==> src/rtl/mem_arb_pkg.sv <==
// ---------------------------------------------------------------------------
// mem_arb_pkg
// Shared types and constants for the memory arbiter slice.
//   owner_e     : which requester owns the read data returning this cycle
//   AGE_MAX_DEF : default starvation limit for the debug requester
//   WORD_LSB    : lowest byte-address bit that selects a RAM word
// ---------------------------------------------------------------------------
package mem_arb_pkg;

   typedef enum logic [1:0] {
      OWN_NONE = 2'd0,
      OWN_IF   = 2'd1,
      OWN_MEM  = 2'd2,
      OWN_DBG  = 2'd3
   } owner_e;

   localparam int AGE_MAX_DEF = 8;
   localparam int WORD_LSB    = 2;

endpackage

==> src/rtl/mem_arbiter_if.sv <==
// ---------------------------------------------------------------------------
// mem_arbiter_if
// Requester-side buses of the memory arbiter: the instruction-fetch read
// port and the MEM-stage load/store port.
//   master : the pipeline side, drives requests, receives grants/read data
//   slave  : the arbiter side, receives requests, drives grants/read data
// Parameters ADDR_W / DATA_W : byte-address and data widths.
// ---------------------------------------------------------------------------
interface mem_arbiter_if #(
   parameter int ADDR_W = 32,
   parameter int DATA_W = 32
);

   logic              if_req;
   logic [ADDR_W-1:0] if_addr;
   logic              if_gnt;
   logic              if_rvalid;
   logic [DATA_W-1:0] if_rdata;

   logic              mem_req;
   logic              mem_we;
   logic [ADDR_W-1:0] mem_addr;
   logic [DATA_W-1:0] mem_wdata;
   logic              mem_gnt;
   logic              mem_rvalid;
   logic [DATA_W-1:0] mem_rdata;

   modport master (
      output if_req, if_addr,
      input  if_gnt, if_rvalid, if_rdata,
      output mem_req, mem_we, mem_addr, mem_wdata,
      input  mem_gnt, mem_rvalid, mem_rdata
   );

   modport slave (
      input  if_req, if_addr,
      output if_gnt, if_rvalid, if_rdata,
      input  mem_req, mem_we, mem_addr, mem_wdata,
      output mem_gnt, mem_rvalid, mem_rdata
   );

endinterface

==> src/rtl/mem_arb_age.sv <==
// ---------------------------------------------------------------------------
// mem_arb_age
// Saturating starvation counter for the debug requester.
//   clk    : clock, rising edge
//   rst    : synchronous active-low reset, clears the count
//   clr    : debug was granted this cycle, restart from zero
//   inc    : debug was passed over this cycle, count up (saturating)
//   at_max : count has reached AGE_MAX, debug must win over fetch
// Parameter AGE_MAX : starvation limit, 1..255.
// ---------------------------------------------------------------------------
module mem_arb_age #(
   parameter int AGE_MAX = 8
) (
   input  logic clk,
   input  logic rst,
   input  logic clr,
   input  logic inc,
   output logic at_max
);

   localparam logic [7:0] AGE_LIM = 8'(AGE_MAX);

   logic [7:0] age_q;

   // Clear wins over increment so a grant in the same cycle restarts the count.
   always_ff @(posedge clk) begin
      if (!rst) begin
         age_q <= '0;
      end else if (clr) begin
         age_q <= '0;
      end else if (inc && (age_q != AGE_LIM)) begin
         age_q <= age_q + 8'd1;
      end
   end

   assign at_max = (age_q == AGE_LIM);

endmodule

==> src/rtl/mem_arbiter.sv <==
// ---------------------------------------------------------------------------
// mem_arbiter
// Shares one single-port RAM between instruction fetch, the MEM stage and
// (optionally) a free-running debug display reader. One access per cycle;
// grants are combinational, read data returns one cycle later and is routed
// by a one-deep owner register.
// Ports:
//   clk, rst  : clock and synchronous active-low reset
//   bus       : requester buses (mem_arbiter_if.slave)
//   dbg_addr  : debug display byte address
//   dbg_data  : last value read for the debug display
//   m_en, m_we, m_addr, m_wdata, m_rdata : RAM control, word addressed
// Configuration macro MEM_ARBITER_DBG_PORT_EN: when defined the debug reader
// and its starvation counter are built; otherwise dbg_data is tied to zero
// and priority is strictly MEM over IF.
// ---------------------------------------------------------------------------
module mem_arbiter
   import mem_arb_pkg::*;
#(
   parameter int ADDR_W  = 32,
   parameter int DATA_W  = 32,
   parameter int AGE_MAX = AGE_MAX_DEF
) (
   input  logic                       clk,
   input  logic                       rst,
   mem_arbiter_if.slave               bus,
   input  logic [ADDR_W-1:0]          dbg_addr,
   output logic [DATA_W-1:0]          dbg_data,
   output logic                       m_en,
   output logic                       m_we,
   output logic [ADDR_W-WORD_LSB-1:0] m_addr,
   output logic [DATA_W-1:0]          m_wdata,
   input  logic [DATA_W-1:0]          m_rdata
);

   owner_e grant;
   owner_e owner_q;
   owner_e owner_n;

   // Byte-lane bits never reach the RAM.
   logic unused_lsbs;
   assign unused_lsbs = ^{bus.if_addr[WORD_LSB-1:0], bus.mem_addr[WORD_LSB-1:0],
                          dbg_addr[WORD_LSB-1:0]};

`ifdef MEM_ARBITER_DBG_PORT_EN
   logic              age_at_max;
   logic [DATA_W-1:0] dbg_q;

   mem_arb_age #(.AGE_MAX(AGE_MAX)) u_age (
      .clk    (clk),
      .rst    (rst),
      .clr    (grant == OWN_DBG),
      .inc    (grant != OWN_DBG),
      .at_max (age_at_max)
   );
`else
   localparam int unused_age_max = AGE_MAX;
`endif

   // Pick the single winner for this cycle. MEM is never held off; a starved
   // debug reader jumps ahead of fetch, and otherwise soaks up idle cycles.
   // Nothing is granted while reset is asserted.
   always_comb begin
      grant = OWN_NONE;
      if (rst) begin
         if (bus.mem_req) begin
            grant = OWN_MEM;
`ifdef MEM_ARBITER_DBG_PORT_EN
         end else if (age_at_max) begin
            grant = OWN_DBG;
         end else if (bus.if_req) begin
            grant = OWN_IF;
         end else begin
            grant = OWN_DBG;
`else
         end else if (bus.if_req) begin
            grant = OWN_IF;
`endif
         end
      end
   end

   // Drive the RAM from the winner; only the MEM stage can write.
   always_comb begin
      m_addr = '0;
      case (grant)
         OWN_IF:  m_addr = bus.if_addr[ADDR_W-1:WORD_LSB];
         OWN_MEM: m_addr = bus.mem_addr[ADDR_W-1:WORD_LSB];
         OWN_DBG: m_addr = dbg_addr[ADDR_W-1:WORD_LSB];
         default: m_addr = '0;
      endcase
   end

   assign m_en    = (grant != OWN_NONE);
   assign m_we    = (grant == OWN_MEM) && bus.mem_we;
   assign m_wdata = bus.mem_wdata;

   assign bus.if_gnt  = (grant == OWN_IF);
   assign bus.mem_gnt = (grant == OWN_MEM);

   // A store returns nothing, so it leaves the owner empty.
   always_comb begin
      owner_n = grant;
      if ((grant == OWN_MEM) && bus.mem_we) begin
         owner_n = OWN_NONE;
      end
   end

   // Owner of the read data arriving next cycle.
   always_ff @(posedge clk) begin
      if (!rst) begin
         owner_q <= OWN_NONE;
      end else begin
         owner_q <= owner_n;
      end
   end

   // Gating with rst drops the response of a read granted just before reset.
   assign bus.if_rvalid  = rst && (owner_q == OWN_IF);
   assign bus.mem_rvalid = rst && (owner_q == OWN_MEM);
   assign bus.if_rdata   = m_rdata;
   assign bus.mem_rdata  = m_rdata;

`ifdef MEM_ARBITER_DBG_PORT_EN
   // Capture the debug read so the display holds it between debug grants.
   always_ff @(posedge clk) begin
      if (!rst) begin
         dbg_q <= '0;
      end else if (owner_q == OWN_DBG) begin
         dbg_q <= m_rdata;
      end
   end

   assign dbg_data = (rst && (owner_q == OWN_DBG)) ? m_rdata : dbg_q;
`else
   assign dbg_data = '0;
`endif

endmodule

==> src/flat_wrapper.sv <==
// flat-port wrapper written by rule: the top's interface ports become plain ports
module mem_arbiter_flat import mem_arb_pkg::*;
#(
   parameter int ADDR_W  = 32,
   parameter int DATA_W  = 32,
   parameter int AGE_MAX = AGE_MAX_DEF
)
  (clk, rst, dbg_addr, dbg_data, m_en, m_we, m_addr, m_wdata, m_rdata, bus_if_req, bus_if_addr, bus_if_gnt, bus_if_rvalid, bus_if_rdata, bus_mem_req, bus_mem_we, bus_mem_addr, bus_mem_wdata, bus_mem_gnt, bus_mem_rvalid, bus_mem_rdata);
  mem_arbiter_if #(.ADDR_W(ADDR_W), .DATA_W(DATA_W)) bus_i ();
  input  logic clk;
  input  logic rst;
  input  logic [ADDR_W-1:0] dbg_addr;
  output logic [DATA_W-1:0] dbg_data;
  output logic m_en;
  output logic m_we;
  output logic [ADDR_W-WORD_LSB-1:0] m_addr;
  output logic [DATA_W-1:0] m_wdata;
  input  logic [DATA_W-1:0] m_rdata;
  input wire logic [$bits(bus_i.if_req)-1:0] bus_if_req;
  input wire logic [$bits(bus_i.if_addr)-1:0] bus_if_addr;
  output wire logic [$bits(bus_i.if_gnt)-1:0] bus_if_gnt;
  output wire logic [$bits(bus_i.if_rvalid)-1:0] bus_if_rvalid;
  output wire logic [$bits(bus_i.if_rdata)-1:0] bus_if_rdata;
  input wire logic [$bits(bus_i.mem_req)-1:0] bus_mem_req;
  input wire logic [$bits(bus_i.mem_we)-1:0] bus_mem_we;
  input wire logic [$bits(bus_i.mem_addr)-1:0] bus_mem_addr;
  input wire logic [$bits(bus_i.mem_wdata)-1:0] bus_mem_wdata;
  output wire logic [$bits(bus_i.mem_gnt)-1:0] bus_mem_gnt;
  output wire logic [$bits(bus_i.mem_rvalid)-1:0] bus_mem_rvalid;
  output wire logic [$bits(bus_i.mem_rdata)-1:0] bus_mem_rdata;
  assign bus_i.if_req = bus_if_req;
  assign bus_i.if_addr = bus_if_addr;
  assign bus_if_gnt = bus_i.if_gnt;
  assign bus_if_rvalid = bus_i.if_rvalid;
  assign bus_if_rdata = bus_i.if_rdata;
  assign bus_i.mem_req = bus_mem_req;
  assign bus_i.mem_we = bus_mem_we;
  assign bus_i.mem_addr = bus_mem_addr;
  assign bus_i.mem_wdata = bus_mem_wdata;
  assign bus_mem_gnt = bus_i.mem_gnt;
  assign bus_mem_rvalid = bus_i.mem_rvalid;
  assign bus_mem_rdata = bus_i.mem_rdata;
  mem_arbiter #(.ADDR_W(ADDR_W), .DATA_W(DATA_W), .AGE_MAX(AGE_MAX)) u_core (.clk(clk), .rst(rst), .bus(bus_i), .dbg_addr(dbg_addr), .dbg_data(dbg_data), .m_en(m_en), .m_we(m_we), .m_addr(m_addr), .m_wdata(m_wdata), .m_rdata(m_rdata));
endmodule
==> config.mk <==
export PLATFORM = sky130hd
export DESIGN_NAME = mem_arbiter_flat
export DESIGN_NICKNAME = d
export VERILOG_FILES = /design/src/rtl/mem_arb_pkg.sv /design/src/rtl/mem_arbiter_if.sv /design/src/rtl/mem_arb_age.sv /design/src/rtl/mem_arbiter.sv /design/src/flat_wrapper.sv
export SDC_FILE = /design/constraint.sdc
export NUM_CORES = 1
export LEC_CHECK = 0
export CAP_MARGIN = 40
export CORE_AREA = 2 2 127 129
export DETAILED_ROUTE_END_ITERATION = 7
export DIE_AREA = 0 0 129 131
export DONT_BUFFER_PORTS = 1
export GPL_TIMING_DRIVEN = 0
export PLACE_DENSITY = 0.3
export SETUP_SLACK_MARGIN = 0.05
export SLEW_MARGIN = 20
export SYNTH_ARGS = -nofsm -noshare
export SYNTH_HDL_FRONTEND = slang
export SYNTH_HIERARCHICAL = 1
export SYNTH_SLANG_ARGS = --single-unit
==> constraint.sdc <==
create_clock -name clk -period 1.01 [get_ports clk]
set_input_delay 0.202 -clock clk [delete_from_list [all_inputs] [get_ports clk]]
set_output_delay 0.202 -clock clk [all_outputs]
set_load 0.1 [all_outputs]
==> impl_metrics.ini <==
[sta]
tightestPinTransition_ns = 0.7279
setup_slack_ns = -0.4709
fin_crit_ns = 1.481
slew_viol_final = 0
slew_headroom_pct = 51.29
max_freq_mhz = 675.3
timing.hold.ws_ns = 0.04348
rsz0062_at_grt = true
setup_viol = 37
timing.final.hold_violations = 0
finalCritPeriodShare_pct = 146.6

[logic_synthesis]
synth_top_cell_by_area = buf_4
ys_types = 17
syn-cell-area_sq_um = 1672
syn_inst = 247
synth-warning-count = 6
synth_area_leaders = buf_4, o21ai_2, nand3_1
seq_area_frac_synth_pct = 2.395
synth.ff_latch_count = 2
yosysTopAreaCellShare_pct = 57.93
syn_avg_cell_area_sq_um = 6.768

[global_routing]
grtUsageMet2_pct = 12.54
gr-max-usage-layer = met2
grt_pass1_wl_um = 7686
grt_max_degree = 11
use_met1_pct = 6.447
use_met3_pct = 1.344
track_usage_pct = 6.154
grt_pass1_vias = 1341
overflow = 0
antenna_found_initial = 0

[worst_setup_path]
critPathRequiredTime_ns = 0.81
cp_slowest_cell = o21ai_4
startpoint_type = input port
worst-path-buf-inv = 2
critPathLaunch = bus_mem_req
endpoint_kind = primary output
critPathArrivalTime_ns = 1.28
cp_slowest_stage_delay_ns = 0.58
worstPathCellList = buf_12 > nand2b_4 > buf_8 > o21ai_4
crit_type = input port to primary output
cp_top_family = compound AO/OA/AOI/OAI gates
crit_path_max_fanout = 10

[detailed_routing]
drt_iter0_drc = 62
vias = 1581
ant_nets = 0
drc = 0
wirelength_um = 6282
wl_per_cell_um = 12.39
viasPerCell = 3.118
dr.pass1.iters = 4

[die]
coreArea_sq_um = 15600
ios = 329
die_w_um = 129
die_area_sq_um = 16900
row_count = 46
start_util_pct = 10.72
die_h_um = 131

[clock_tree]
cts_root_buf = clkbuf_16
clkSinkCount = 2
clkSlewWorstSetupHoldPaths_ns = 0.03
cts_tree = done
clockBufferDepth = 2
htreeDepth = 1
cts_buffers = 3

[finish]
largest_registers = u_core/owner_q: 2 flops
largest_reg_flops = 2
top_register = u_core/owner_q
layout-drive-gt1-share_pct = 67.93
fillers = 1788
stdcell_area_sq_um = 2634
areaGrowthSynthToFinish_pct = 57.56
instances_no_fill = 507
nets = 457

[hold_path]
hp-class = input port to register
min_from = bus_mem_we

[pwr]
seqPwrFrac_pct = 2.0
pwr-share-comb_pct = 83.9
internal_power_uw = 1140
powerDensity_nw_per_um2 = 1598
switchingPower_uw = 3068
p_total_uw = 4208
p_sw_share_pct = 72.90
p_leak_uw = 0.001216
p_clk_share_pct = 14.0
ir_worst_vdd_uv = 451.7

[place]
place.port_buffers = 0
dp_slack_ns = -0.6247
gp_congestion = 0.6627
dp_hpwl_um = 5451
dp_cells = 495
post_dp_cell_area_sq_um = 2409

[status]
violations = negative setup slack
status = finished, violations left

[run]
cap_viol_max_count = 0
## logic make-up after synthesis
kind of cell	after synthesis	synth area share, %
buffers and inverters	143	63.55
AOI/OAI and AO/OA	30	14.37
and+or+nand+nor	71	19.46
DFF	2	2.395
other	1	0.2243
## layer usage
metal  vias to the layer above  wire [um]
met4                         0         40
met3                         2        657
met1                       696       2060
met5                         -          0
met2                       166       3523
li1                        717          -
## layout make-up
type	instances	area [sq um]	area share [%]
tap	216	270.3	10.26
buffer	142	1139	43.23
inverter	1	8.758	0.3325
timing repair buffer	9	96.34	3.658
multi-input combinational	133	997.2	37.86
sequential	2	45.04	1.710
clock buffer	3	75.07	2.850
antenna	1	2.502	0.09501
## Yosys cell counts (all sizes together)
master / count
nand2b: 1
and2: 1
conb: 1
nor3b: 1
buf: 142
nand2: 31
o21ai: 30
nand3: 30
and3: 1
inv: 1
dfxtp: 2
nor2b: 1
nor2: 5
## cell usage in the layout, fill, tap and decap left out
cell and instances:
buf_4 134, diode_2 1, buf_2 3, inv_6 1, buf_8 3, and2_4 1, nand2b_4 1, clkbuf_16 4
nor2_1 1, and3_4 1, buf_12 4, conb_1 32, nand2_4 1, nor2b_4 1, nand3_1 30, dfxtp_2 1
nor2_4 4, o21ai_4 30, nor3b_4 1, nand2_1 30, buf_6 5, clkbuf_4 1, dfxtp_4 1
## timing repair
item | CTS | global route
hold buffers | 0 | 0
pin swaps | 13 | 6
endpoints found under the hold margin | 0 | 0
cloned | 0 | 0
endpoints found under the setup margin | 36 | 37
resized for setup | 23 | 4
setup buffers | 7 | 1
## final timing paths
kind | cells after the start | endpoint
setup / recovery | 4 | m_addr[15]
hold / removal | 1 | u_core/owner_q[1]
## metrics by stage
stage / setup TNS [ns] / utilization (%)
after floorplan: -13.21 / -
after global placement: -18.18 / 15.27
after detailed placement: -18.05 / 15.44
after CTS: -16.31 / 16.77
after global routing: -16.54 / 16.87
final: -14.99 / 16.89
## power groups by stage
| stage | clock [uW] | combinational (uW) | sequential [uW] |
|---|---|---|---|
| global placement | 0 | 3480 | 88.6 |
| detailed placement | 0 | 3480 | 88.7 |
| finish | 590 | 3530 | 86.0 |
| floorplan | 0 | 3370 | 87.9 |
| CTS | 600 | 3540 | 86.2 |
| global route | 616 | 3620 | 86.7 |
Power figures use the tool's default switching activity.
